### src/rtl/maxpool_2x2_stream_pkg.sv
// Shared CNN constants (data format, ReLU stage) and the signed maximum helper.
// smax works on a wide signed type so callers of any width <= 64 bits can sign-extend into it.
package maxpool_2x2_stream_pkg;

  localparam int CNN_N  = 16;
  localparam int CNN_Q  = 12;
  localparam int RELU_N = CNN_N;
  localparam int RELU_Q = CNN_Q;

  localparam int SMAX_W = 64;
  typedef logic signed [SMAX_W-1:0] smax_t;

  function automatic smax_t smax(input smax_t a, input smax_t b);
    return (a >= b) ? a : b;
  endfunction

endpackage

### src/rtl/maxpool_2x2_stream_line_buf.sv
// One-row store of horizontal pair maxima: one write port, asynchronous read.
module pool_line_buf #(
  parameter int DEPTH = 14,
  parameter int N     = 16,
  parameter int AW    = 4
) (
  input  logic          clk,
  input  logic          wr_en_i,
  input  logic [AW-1:0] wr_addr_i,
  input  logic [N-1:0]  wr_data_i,
  input  logic [AW-1:0] rd_addr_i,
  output logic [N-1:0]  rd_data_o
);

  logic [N-1:0] mem_q [DEPTH];

  // No reset: every entry is written on an even row before the odd row reads it.
  always_ff @(posedge clk) begin
    if (wr_en_i) mem_q[wr_addr_i] <= wr_data_i;
  end

  assign rd_data_o = mem_q[rd_addr_i];

endmodule

### src/rtl/maxpool_2x2_stream.sv
// Streaming 2x2/stride-2 max pool over a raster-order feature map, one result per odd-row odd-column pixel.
// Even rows leave pair maxima in the line buffer; odd rows combine them with their own pair maxima.
module maxpool_2x2_stream
  import maxpool_2x2_stream_pkg::*;
#(
  parameter int N = CNN_N,
  parameter int Q = CNN_Q,
  parameter int W = 28,
  parameter int H = 28
) (
  input  logic         clk,
  input  logic         reset,
  input  logic         in_valid,
  input  logic [N-1:0] in_data,
  output logic         out_valid,
  output logic [N-1:0] out_data,
  output logic         frame_done
);

  localparam int CW = (W > 1) ? $clog2(W) : 1;
  localparam int RW = (H > 1) ? $clog2(H) : 1;
  localparam int AW = (W / 2 > 1) ? $clog2(W / 2) : 1;
  localparam logic [CW-1:0] COL_LAST = CW'(W - 1);
  localparam logic [RW-1:0] ROW_LAST = RW'(H - 1);

  logic [CW-1:0] col_q, col_d;
  logic [RW-1:0] row_q, row_d;
  logic [N-1:0]  h_q, h_d;
  logic [N-1:0]  out_data_q, out_data_d;
  logic          out_valid_q, out_valid_d;
  logic          frame_done_q, frame_done_d;

  logic          wr_en;
  logic [AW-1:0] buf_addr;
  logic [N-1:0]  buf_rd;
  logic [N-1:0]  pair_max;
  logic [N-1:0]  win_max;

  assign buf_addr = AW'(col_q >> 1);

  pool_line_buf #(
    .DEPTH(W / 2),
    .N    (N),
    .AW   (AW)
  ) u_line_buf (
    .clk      (clk),
    .wr_en_i  (wr_en),
    .wr_addr_i(buf_addr),
    .wr_data_i(pair_max),
    .rd_addr_i(buf_addr),
    .rd_data_o(buf_rd)
  );

  always_comb begin
    pair_max = N'(smax(smax_t'(signed'(h_q)), smax_t'(signed'(in_data))));
    win_max  = N'(smax(smax_t'(signed'(buf_rd)), smax_t'(signed'(pair_max))));
    wr_en    = in_valid && !reset && col_q[0] && !row_q[0];

    col_d        = col_q;
    row_d        = row_q;
    h_d          = h_q;
    out_data_d   = out_data_q;
    out_valid_d  = 1'b0;
    frame_done_d = 1'b0;

    if (in_valid) begin
      if (col_q == COL_LAST) begin
        col_d = '0;
        row_d = (row_q == ROW_LAST) ? '0 : row_q + 1'b1;
      end else begin
        col_d = col_q + 1'b1;
      end
      if (!col_q[0]) h_d = in_data;
      if (col_q[0] && row_q[0]) begin
        out_data_d   = win_max;
        out_valid_d  = 1'b1;
        frame_done_d = (col_q == COL_LAST) && (row_q == ROW_LAST);
      end
    end
  end

  always_ff @(posedge clk) begin
    if (reset) begin
      col_q        <= '0;
      row_q        <= '0;
      h_q          <= '0;
      out_data_q   <= '0;
      out_valid_q  <= 1'b0;
      frame_done_q <= 1'b0;
    end else begin
      col_q        <= col_d;
      row_q        <= row_d;
      h_q          <= h_d;
      out_data_q   <= out_data_d;
      out_valid_q  <= out_valid_d;
      frame_done_q <= frame_done_d;
    end
  end

  assign out_valid  = out_valid_q;
  assign out_data   = out_data_q;
  assign frame_done = frame_done_q;

endmodule

### config.mk
export PLATFORM = sky130hd
export DESIGN_NAME = maxpool_2x2_stream
export DESIGN_NICKNAME = d
export VERILOG_FILES = /design/src/rtl/maxpool_2x2_stream_pkg.sv /design/src/rtl/maxpool_2x2_stream_line_buf.sv /design/src/rtl/maxpool_2x2_stream.sv
export SDC_FILE = /design/constraint.sdc
export NUM_CORES = 1
export LEC_CHECK = 0
export CORE_ASPECT_RATIO = 0.7
export CORE_MARGIN = 2
export CORE_UTILIZATION = 31
export DETAILED_ROUTE_END_ITERATION = 8
export HOLD_SLACK_MARGIN = 0.12
export PLACE_DENSITY_LB_ADDON = 0.2
export RECOVER_POWER = 25
export SETUP_SLACK_MARGIN = 0.4
export SYNTH_ARGS = -nofsm -noshare
export SYNTH_HDL_FRONTEND = slang
export SYNTH_SLANG_ARGS = --single-unit
### constraint.sdc
create_clock -name clk -period 5.67 [get_ports clk]
set_input_delay 1.701 -clock clk [delete_from_list [all_inputs] [get_ports clk]]
set_output_delay 1.701 -clock clk [all_outputs]
set_load 0.02 [all_outputs]
==> flow_summary.ini <==
[drt]
drcViolationCount = 0
viasPerCell = 5.021
vias = 6537
antenna_left = 0
drt_iter0_markers = 633
routedWlPerCell_um = 22.64
wl_um = 29480
drt-pass1-iter-count = 5

[critical_path]
worstPathMaxFanout = 8
reg2reg_to = out_data[8]$_SDFFE_PP0P_
crit_path_end = out_data[8]$_SDFFE_PP0P_
critPathTopFamily = buffers and inverters
endpoint_kind = register
crit_buf_inv = 7
crit_chain = dlygate4sd2_1 > inv_2 > ha_4 > nand4_1 > buf_6 > a211oi_2 > or4b_4 > mux2i_4 > buf_6 > buf_4 > mux2i_4 > ha_1 > a21o_1 > a21o_1 > a21oi_4 > a31oi_4 > o31ai_4 > buf_6 > nand3_4 > buf_12 > o221ai_2
crit_type = in2reg
critPathRequiredTime_ns = 6.14
cp-startpoint = in_data[11]
r2r_slack_ns = 1.35
reg2regPathDepth = 13
cpMostUsedCell = buf_6
slowest_stage = or4b_4
worst_path_largest_cell_delay_ns = 0.56
path_depth = 21
startpoint_type = input pin
cp.arrival_ns = 5.65

[layout]
layout-drive-gt1-share_pct = 35.16
fillers = 3267
utilization_pct = 40.01
antenna_cells = 0
design_area_um2 = 14430
final_cells = 1302
multi_input_area_um2 = 4029
syn2layout_area_growth_pct = 26.54
final-seq-area_um2 = 7692
nets = 857

[global_routing]
grt.overflow.total = 0
antenna_found_initial = 0
grt_pass1_vias = 6695
grt_pass1_wl_um = 43370
grt_max_degree = 39
grtUsageTotal_pct = 15.51

[clock_tree]
hold_buffers = 0
cts_sinks = 272
root_buffer = clkbuf_16
numCtsBuffers = 26
cts.htree.levels = 1
cts_buffer_depth = 3
cts.clk_slew.worst_paths_ns = 0.06
cts_tree = done
insertion_delay_ns = 0.55

[pwr]
total_leakage_power_uw = 0.004816
peakVddDrop_uv = 228.6
cellPowerDensity_nw_per_um2 = 317.3
clkPwrFrac_pct = 38.6
power.switching_uw = 1058
p_comb_share_pct = 12.2
switching_share_pct = 23.12
p_int_uw = 3520
p_seq_share_pct = 49.1

[synthesis]
synthArstFlopShare_pct = 0
syn_area_um2 = 11400
yosys-top-cells-area = edfxtp_1 (59%), mux4_2 (12%), dfxtp_1 (8.4%)
synth_seq_cells = 272
syn_avg_cell_area_um2 = 16.67
synth_compound_gate_area_share_pct = 4.301
synth_edf_count = 224
synth_ff_type = edfxtp_1
synthCells = 684
synth_top_family_by_area = multiplexers
ys_types = 47
yosysSeqAreaShare_pct = 67.41
synth_warnings = 0
syn_nets = 737
synth_xor_area_share_pct = 0.1536
synthMuxAreaShare_pct = 16.32
yosys.area.top_type = edfxtp_1
synth-adder-area-share_pct = 3.731
synth-simple-area-share_pct = 5.640
synth.top_cell.area_share_pct = 58.99

[sta]
hold_violations = 0
rsz0062_at_grt = no
slew_headroom_pct = 0.6671
final_max_slew_viol_count = 0
fin_crit_sh_pct = 91.49
setup_slack_ns = 0.4823
setup_viol_count_final = 0
worst_pin_slew_ns = 1.490
period_needed_ns = 5.188
clock.fmax_mhz = 192.8
final.setup_skew_ns = 0.02376

[floorplanning]
start_util_pct = 31.62
fp.dieW_um = 233.2
core_um2 = 36070
die_area_um2 = 38360
num_rows = 58
die_h_um = 164.5
io_pins = 37

[place]
globalplace.congestion = 0.8046
dpl_cell_area_um2 = 13050
dp_cells = 1240
dpl_worst_slack_ns = -0.4550
port_buffers = 36
dpl.hpwl_um = 18970

[run]
maxCapViolations = 0

[status]
status = finished, final reports clean

[worst_hold_path]
hold_class = reg2reg
-- power groups by stage --
stage | Sequential, uW | Clock [uW] | Combinational, uW
global placement | 2290 | 0 | 427
detailed placement | 2290 | 0 | 443
CTS | 2250 | 1810 | 509
global route | 2250 | 1880 | 601
floorplan | 2270 | 0 | 292
finish | 2250 | 1770 | 561
-- registers in the layout, indices dropped and copies added (netlist names), named ones only --
register	cells
col_q	5
out_data	16
row_q	5
out_valid	1
h_q	16
u_line_buf.mem_q	224
frame_done	1
-- cells in the final DEF, fill, tap and decap left out, types with 3 or more instances in the layout --
master	synthesis	routed
a21o_1	8	8
a21oi_1	32	26
a21oi_2	0	4
buf_12	1	5
buf_4	0	72
buf_6	0	5
bufinv_16	0	4
clkbuf_1	22	10
clkbuf_16	0	26
clkdlybuf4s15_1	0	4
clkinv_1	0	7
clkinv_2	0	3
dfxtp_1	48	46
dlygate4sd2_1	0	10
dlygate4sd3_1	0	19
edfxtp_1	224	224
ha_1	34	14
ha_4	0	19
inv_1	33	21
inv_2	0	11
mux2_2	17	16
mux2i_1	9	4
mux2i_2	10	3
mux2i_4	1	13
mux4_2	63	63
nand2_1	72	72
nand2b_1	6	6
nand3_1	8	7
nand4_1	9	9
nor2_1	20	17
nor2_2	0	3
nor3_1	8	6
nor3b_1	4	3
o221ai_2	3	14
-- area by class of cell --
class	instances	share of cell area [%]
clock buffers	30	4.613
clock inverters	16	1.292
inverters	33	0.9104
multi-input cells	345	27.92
flip-flops and latches	272	53.31
well taps	480	4.162
repair buffers	126	7.795
-- synthesized netlist by cell type, drive strengths merged (3+ instances only) --
cell type  count
a21o           8
clkbuf        22
nand2         72
mux2i         20
mux4          63
ha            34
nor3b          4
nand2b         6
dfxtp         48
nand3          8
nor2          20
a31oi          3
nor3           8
mux2          17
nor2b          3
o221ai        15
inv           33
nand4          9
a21oi         32
edfxtp       224
buf           12
-- logic make-up after synthesis --
logic type      after synthesis
flops                       272
buf+inv                      67
simple gates                139
fa+ha+maj                    34
xor+xnor                      2
mux                         100
compound gates               70
-- worst min-delay path by stage --
stage | depth (start not counted) | from | end
4_1_cts | 2 | h_q[0]$_SDFFE_PP0P_ | h_q[0]$_SDFFE_PP0P_
6_report | 2 | h_q[0]$_SDFFE_PP0P_ | h_q[0]$_SDFFE_PP0P_
3_5_place_dp | 2 | h_q[0]$_SDFFE_PP0P_ | h_q[0]$_SDFFE_PP0P_
3_3_place_gp | 2 | h_q[0]$_SDFFE_PP0P_ | h_q[0]$_SDFFE_PP0P_
5_1_grt | 2 | out_data[4]$_SDFFE_PP0P_ | out_data[4]$_SDFFE_PP0P_
2_1_floorplan | 2 | h_q[0]$_SDFFE_PP0P_ | h_q[0]$_SDFFE_PP0P_
-- worst min-delay path, delay by kind of cell, from the launching register on --
kind	cells	cell delay [ns]
AO/OA/AOI/OAI	1	0.05
AND/OR/NAND/NOR	1	0.06
flip-flops	1	0.33
-- through the flow --
stage / hold slack, ns / power [uW] / TNS [ns]
after global routing: 0.5196 / 4738 / 0
final: 0.4860 / 4578 / 0
after detailed placement: 0.4641 / 2734 / -6.856
after CTS: 0.4741 / 4566 / 0
after floorplan: 0.4468 / 2562 / 0
after global placement: 0.4633 / 2717 / -5.590
-- per-layer routing --
layer / part of all wire [%] / GRT usage (%) / vias to the layer above / wire [um]
met3: 6.3 / 3.142 / 41 / 1864
met5: 0 / 0 / - / 0
li1: - / - / 2921 / -
met4: 1.2 / 2.229 / 0 / 344
met1: 48 / 23.60 / 3384 / 14170
met2: 44 / 23.29 / 191 / 13100
-- what timing repair did --
action,4_1_cts,5_1_grt
resized for setup,62,24
pin swaps,29,19
cloned,2,0
endpoints found under the hold margin,0,0
buffers inserted,5,9
endpoints found under the setup margin,16,16
(Power assumes the default switching activity.)
